--- src/rtl/tanh_deriv_seq.sv ---
// -----------------------------------------------------------------------------
// tanh_deriv_seq
//   Backward-pass helper for the LSTM tanh unit. Computes
//     g     = 1 - y^2            (clamped to 0 when |y| >= 1.0)
//     delta = e * g
//   in signed Q(WIDTH-FRAC).FRAC fixed point, using a single iterative
//   shift-add multiplier that is reused for y*y and then |e|*g.
//
// Ports
//   clk      system clock, rising edge
//   rst      asynchronous active-high reset
//   i_start  request strobe, accepted only while o_ready=1
//   i_y      tanh activation y (signed)
//   i_err    backpropagated error e (signed)
//   o_ready  unit idle and able to accept i_start
//   o_valid  one-cycle pulse when o_dout/o_grad update
//   o_dout   delta = e*(1-y^2), held until the next result
//   o_grad   local gradient g = 1-y^2 (>= 0), held with o_dout
//
// Build option
//   TANH_DERIV_EARLY_EN : when defined, each multiply stops once the
//   remaining multiplier bits are zero, and a zero y or zero |e|*g operand
//   skips its multiply entirely. Results are unchanged; latency varies.
//   Without it, o_valid rises exactly 2*WIDTH+3 edges after acceptance.
// -----------------------------------------------------------------------------
module tanh_deriv_seq #(
  parameter int WIDTH = 32,
  parameter int FRAC  = 20
) (
  input  logic             clk,
  input  logic             rst,
  input  logic             i_start,
  input  logic [WIDTH-1:0] i_y,
  input  logic [WIDTH-1:0] i_err,
  output logic             o_ready,
  output logic             o_valid,
  output logic [WIDTH-1:0] o_dout,
  output logic [WIDTH-1:0] o_grad
);

  localparam int CW = $clog2(WIDTH + 1);

  localparam logic [WIDTH-1:0]   ONE    = {{(WIDTH-1){1'b0}}, 1'b1} << FRAC;
  // 1.0 in the squared (2*FRAC fractional bits) scale of the accumulator.
  localparam logic [2*WIDTH-1:0] ONE_SQ = {{(2*WIDTH-1){1'b0}}, 1'b1} << (2*FRAC);

  typedef enum logic [2:0] {
    S_IDLE,
    S_SQ,
    S_SUB,
    S_MUL,
    S_DONE
  } state_t;

  state_t             state_q,  state_d;
  logic [WIDTH-1:0]   y_q,      y_d;
  logic [WIDTH-1:0]   e_q,      e_d;
  logic               e_neg_q,  e_neg_d;
  logic [WIDTH-1:0]   g_q,      g_d;
  logic [2*WIDTH-1:0] acc_q,    acc_d;
  logic [2*WIDTH-1:0] mcand_q,  mcand_d;
  logic [WIDTH-1:0]   mplier_q, mplier_d;
  logic [CW-1:0]      cnt_q,    cnt_d;
  logic               ready_q,  ready_d;
  logic               valid_q,  valid_d;
  logic [WIDTH-1:0]   dout_q,   dout_d;
  logic [WIDTH-1:0]   grad_q,   grad_d;

  // Shared shift-add step signals.
  logic [2*WIDTH-1:0] acc_step;
  logic [WIDTH-1:0]   sq;
  logic [WIDTH-1:0]   prod;
  logic [WIDTH-1:0]   y_mag;
  logic [WIDTH-1:0]   e_mag;

  // Two's-complement magnitude; the most negative value maps to 2^(WIDTH-1),
  // which is still correct when the result is read as unsigned.
  function automatic logic [WIDTH-1:0] mag(input logic [WIDTH-1:0] v);
    return v[WIDTH-1] ? (~v + WIDTH'(1)) : v;
  endfunction

  assign acc_step = mplier_q[0] ? (acc_q + mcand_q) : acc_q;
  assign sq       = acc_q[FRAC+WIDTH-1:FRAC];
  assign prod     = acc_q[FRAC+WIDTH-1:FRAC];
  assign y_mag    = mag(y_q);
  assign e_mag    = mag(e_q);

  // NOTE: every signal written here takes a default first, so no path
  // leaves it unassigned and no latch is inferred.
  always_comb begin
    state_d  = state_q;
    y_d      = y_q;
    e_d      = e_q;
    e_neg_d  = e_neg_q;
    g_d      = g_q;
    acc_d    = acc_q;
    mcand_d  = mcand_q;
    mplier_d = mplier_q;
    cnt_d    = cnt_q;
    ready_d  = ready_q;
    valid_d  = 1'b0;
    dout_d   = dout_q;
    grad_d   = grad_q;

    case (state_q)
      S_IDLE: begin
        // o_ready is held low for the o_valid cycle and rises one cycle later.
        ready_d = 1'b1;
        if (i_start && ready_q) begin
          y_d     = i_y;
          e_d     = i_err;
          e_neg_d = i_err[WIDTH-1];
          cnt_d   = '0;
          ready_d = 1'b0;
          state_d = S_SQ;
        end
      end

      S_SQ: begin
        if (cnt_q == '0) begin
          // First SQ cycle forms |y| from the latched operand and loads it
          // as both multiplicand and multiplier.
          acc_d    = '0;
          mcand_d  = {{WIDTH{1'b0}}, y_mag};
          mplier_d = y_mag;
          cnt_d    = CW'(1);
`ifdef TANH_DERIV_EARLY_EN
          if (y_mag == '0) state_d = S_SUB;
`endif
        end else begin
          acc_d    = acc_step;
          mcand_d  = mcand_q << 1;
          mplier_d = mplier_q >> 1;
          cnt_d    = cnt_q + CW'(1);
          if (cnt_q == CW'(WIDTH)) state_d = S_SUB;
`ifdef TANH_DERIV_EARLY_EN
          if (mplier_q[WIDTH-1:1] == '0) state_d = S_SUB;
`endif
        end
      end

      S_SUB: begin
        // The clamp looks at the full square so that large |y| whose square
        // overflows the truncated window still clamps to zero.
        g_d      = (acc_q >= ONE_SQ) ? '0 : (ONE - sq);
        acc_d    = '0;
        mcand_d  = {{WIDTH{1'b0}}, e_mag};
        mplier_d = g_d;
        cnt_d    = '0;
        state_d  = S_MUL;
`ifdef TANH_DERIV_EARLY_EN
        if (g_d == '0 || e_mag == '0) state_d = S_DONE;
`endif
      end

      S_MUL: begin
        acc_d    = acc_step;
        mcand_d  = mcand_q << 1;
        mplier_d = mplier_q >> 1;
        cnt_d    = cnt_q + CW'(1);
        if (cnt_q == CW'(WIDTH - 1)) state_d = S_DONE;
`ifdef TANH_DERIV_EARLY_EN
        if (mplier_q[WIDTH-1:1] == '0) state_d = S_DONE;
`endif
      end

      S_DONE: begin
        // Sign is applied after truncating the magnitude, so rounding is
        // toward zero and symmetric about 0.
        dout_d  = e_neg_q ? (~prod + WIDTH'(1)) : prod;
        grad_d  = g_q;
        valid_d = 1'b1;
        ready_d = 1'b0;
        state_d = S_IDLE;
      end

      default: begin
        state_d = S_IDLE;
        ready_d = 1'b1;
      end
    endcase
  end

  // NOTE: sequential state uses non-blocking assignments so every flop
  // samples its _d value from before the edge.
  always_ff @(posedge clk or posedge rst) begin
    if (rst) begin
      state_q  <= S_IDLE;
      y_q      <= '0;
      e_q      <= '0;
      e_neg_q  <= 1'b0;
      g_q      <= '0;
      acc_q    <= '0;
      mcand_q  <= '0;
      mplier_q <= '0;
      cnt_q    <= '0;
      ready_q  <= 1'b1;
      valid_q  <= 1'b0;
      dout_q   <= '0;
      grad_q   <= '0;
    end else begin
      state_q  <= state_d;
      y_q      <= y_d;
      e_q      <= e_d;
      e_neg_q  <= e_neg_d;
      g_q      <= g_d;
      acc_q    <= acc_d;
      mcand_q  <= mcand_d;
      mplier_q <= mplier_d;
      cnt_q    <= cnt_d;
      ready_q  <= ready_d;
      valid_q  <= valid_d;
      dout_q   <= dout_d;
      grad_q   <= grad_d;
    end
  end

  assign o_ready = ready_q;
  assign o_valid = valid_q;
  assign o_dout  = dout_q;
  assign o_grad  = grad_q;

endmodule

--- config.mk ---
export PLATFORM = sky130hd
export DESIGN_NAME = tanh_deriv_seq
export DESIGN_NICKNAME = d
export VERILOG_FILES = /design/src/rtl/tanh_deriv_seq.sv
export SDC_FILE = /design/constraint.sdc
export NUM_CORES = 1
export LEC_CHECK = 0
export ABC_CLOCK_PERIOD_IN_PS = 24400
export BUFFER_PORTS_ARGS = -buffer_cell sky130_fd_sc_hd__buf_2
export CAP_MARGIN = 5
export CORE_MARGIN = 1
export CORE_UTILIZATION = 66
export CTS_CLUSTER_SIZE = 8
export DETAILED_ROUTE_END_ITERATION = 8
export PLACE_DENSITY = 0.85
export SLEW_MARGIN = 20
export SYNTH_ARGS = -nofsm -noshare
export SYNTH_HDL_FRONTEND = slang
export SYNTH_SLANG_ARGS = --single-unit
--- constraint.sdc ---
create_clock -name clk -period 24.4 [get_ports clk]
set_clock_uncertainty 0.15 [all_clocks]
set_input_delay 0 -clock clk [delete_from_list [all_inputs] [get_ports clk]]
set_output_delay 0 -clock clk [all_outputs]
set_load 0.02 [all_outputs]
==> impl_results.md <==
* Top layer reached by signal wires: met5
* Synth top area cells: dfrtp_1, mux2_2, ha_1, a21oi_1, nand2_1
* Power Density at 131 nW/um^2
* Io pins at 133
* P_leak at 0.0100 uW
* Post-CTS Repair Setup Buffers at 0
* CP max FO at 6
* Switching share of power at 44.0%
* Fin. Hold Viols at 0
* Synth unique cells at 77
* Clk_lat worst skew at 570 ps
* Critical Path AT at 4700 ps
* Dpl hpwl at 35200 microns
* Worst vdd ir at 0.0927 mV
* Syn Area/Cell at 9.50 sq um
* Post-CTS sizing at 0
* Slew Limit Headroom at 27.2%
* DR vias at 16557
* Synthesized Nets at 2101
* Yosys top cell area share at 44.2%
* Drt wl/cell at 22.0 microns
* TritonCTS buffer count at 47
* GP Congestion at 0.944
* Gr usage total at 38.7%
* Post-synthesis xor/xnor area fraction at 7.22%
* Synth area leader: dfrtp_1
* CTS Hold Bufs at 66
* Num rows at 61
* Final-report setup violation count at 0
* Synth Area in Adders at 4.66%
* Die Width at 170 microns
* Die height at 170 microns
* Synth Cell Area at 18700 sq um
* Kind of critical path: flip-flop to flip-flop
* Setup crit start kind: flip-flop
* Post-synth EDFFs at 0
* Cell Chain, Critical Path: ha_1, nand4_1, or2_2, a2111oi_0, nor4_1, o31ai_1, a2111oi_0, or2_0, or4_1, nand3_1
* Total power draw at 2810 uW
* Worst hold margin at 51.0 ps
* HP Class: input pin to flip-flop
* Initial antenna violation count at 2
* DR vias/cell at 6.63
* Pre-CTS setup slack at 20100 ps
* CTS Sinks at 331
* Most frequent cells in the layout: dfrtp_1, nand2_1, a21oi_1
* Max Root-Sink Buffers at 3
* DR pass1 iterations at 8
* Clock Tree Root: clkbuf_16
* Final worst path period need at 4360 ps
* Antenna-violating nets left at 0
* M1 WL at 22900 microns
* Worst setup EP type: flip-flop
* Least-Margin Pin Slew at 1090 ps
* P_int at 1580 uW
* First-pass GRT wire length at 87200 microns
* CP most frequent cell: a2111oi_0
* Synthesized flop and latch total at 331
* Max Fclk at 230 MHz
* Async S/R FF share, synth at 100%
* Switching power at 1240 uW
* CP required at 24740 ps
* CTS tree: built
* Register area share after synthesis at 44.4%
* Synth warn at 0
* Comb pwr share at 45.1%
* Synth Area in Simple Gates at 14.2%
* # port buffers at 132
* Clock power frac at 21.0%
* Gate Count Post-Synth at 1965
* Share of cells above drive strength 1 at 15.8%
* Syn-to-layout area delta at 15.1%
* Die area at 29000 sq um
* Synth Area in Compound Gates at 20.7%
* Ys flop type: dfrtp_1
* Core area at 27800 sq um
* H-tree levels at 2
* Period utilization at 17.8%
* MaxCap Viol Count at 0
* Aggregate global routing overflow at 0
* Drt first-iter violations at 1870
* Commonest non-fill, non-tap cell in the layout: dfrtp_1
* Met2 wire length at 25300 microns
* Slew Limit Fails at 0
* Starting Density at 67.2%
* Met3 routed WL at 4900 microns
* Crit-path slowest cell: a2111oi_0
* Sequential share of power at 33.8%
* Layout fillers at 1834
* Largest family of logic cells by synthesized area: compound AO/OA/AOI/OAI gates
* Finished Layout Cells at 2499
* Post-synthesis mux area share at 5.83%
* Detailed-route wire length at 55100 microns
* RSZ-0062 raised after global routing: no
* Residual DRC at 0
* Number of global-route vias before repair at 16083
* Placed cells at 2370
* Final Worst Setup Slack at 20040 ps
* Setup TNS at 0 ps
* Clock-pin slew on the worst setup and hold paths at 60 ps
* Largest net degree at the start of global routing at 138
* Final Net Count at 2243
* Crit-path max cell delay at 790 ps
* Status: finished clean
==> power groups by stage <==
stage / registers (uW) / logic [uW] / clock network [uW]
2_1_floorplan: 847 / 959 / 0
3_5_place_dp: 938 / 1210 / 0
3_3_place_gp: 923 / 1170 / 0
4_1_cts: 932 / 1230 / 587
6_report: 952 / 1270 / 592
5_1_grt: 969 / 1380 / 618
==> per-stage QoR <==
stage | util (%) | area (sq um)
after floorplan | - | 18700
after global placement | 70.4 | 19600
after detailed placement | 70.4 | 19600
after CTS | 77.4 | 21500
after global routing | 77.4 | 21500
final | 77.4 | 21500
==> worst paths after layout <==
path                                    endpoint               startpoint  slack, ps  depth (start not counted)
max                        acc_q[48]$_DFFE_PP0P_  mcand_q[11]$_DFFE_PP0P_      20040                         10
min                           e_q[1]$_DFFE_PP0P_                 i_err[1]         50                          4
max reg2reg                acc_q[48]$_DFFE_PP0P_  mcand_q[11]$_DFFE_PP0P_      20040                         10
min reg2reg                   g_q[7]$_DFFE_PP0P_       g_q[7]$_DFFE_PP0P_        320                          2
max in group asynchronous    e_q[31]$_DFFE_PP0P_                      rst      21720                          5
min in group asynchronous    g_q[22]$_DFFE_PP0P_                      rst         60                          3
==> cells by family after synthesis <==
logic type,Yosys count
compound gates,596
flops,331
buf+inv,151
mux,97
xor+xnor,154
fa+ha+maj,69
simple gates,567
==> cells in the mapped netlist, types with 7 or more instances <==
master / n
dfrtp_1: 330
nand2_1: 210
a21oi_1: 161
nor2_1: 160
o21ai_0: 156
clkbuf_1: 114
mux2_2: 94
xor2_1: 89
ha_1: 68
xnor2_1: 65
a22o_1: 44
a21o_1: 41
inv_1: 30
o31ai_1: 26
a221oi_1: 25
nand3_1: 25
nand4_1: 25
or4_1: 21
and2_1: 20
nor3_1: 19
a31oi_1: 18
or3_1: 17
o41ai_1: 15
o211ai_1: 14
o21bai_1: 14
nor4_1: 12
nand2b_1: 11
o21a_1: 11
or2_2: 11
and3_1: 10
a2111oi_0: 7
==> layout make-up <==
class                           instances  area [sq um]  share of cell area [%]
Inverter                               30           120                   0.559
Clock inverter                          3          48.8                   0.227
Clock buffer                           59          1230                    5.73
Multi-Input combinational cell       1483          9890                    46.0
Timing Repair Buffer                  214          1440                    6.71
Tap cell                              378           473                    2.20
Sequential cell                       331          8290                    38.5
Antenna cell                            1          2.50                  0.0116
==> state kept, by name, indices dropped and copies added, names as in the netlist, 32 cells and up <==
register,cells
e_q,32
o_dout,32
mplier_q,32
mcand_q,64
y_q,32
o_grad,32
acc_q,64
g_q,32
==> layer usage <==
layer  track usage [%]  vias to the layer above
li1                  -                     7402
met1              53.0                     8036
met2              61.3                      944
met3              6.37                      173
met4              15.7                        2
met5                 0                        -
==> worst max-delay path, delay by kind of cell (launching register included) <==
kind | cells | cell delay (ps)
DFF | 1 | 400
adders and majority gates | 1 | 400
and+or+nand+nor | 6 | 1600
AOI/OAI and AO/OA | 3 | 1730
Power figures use the tool's default switching activity.
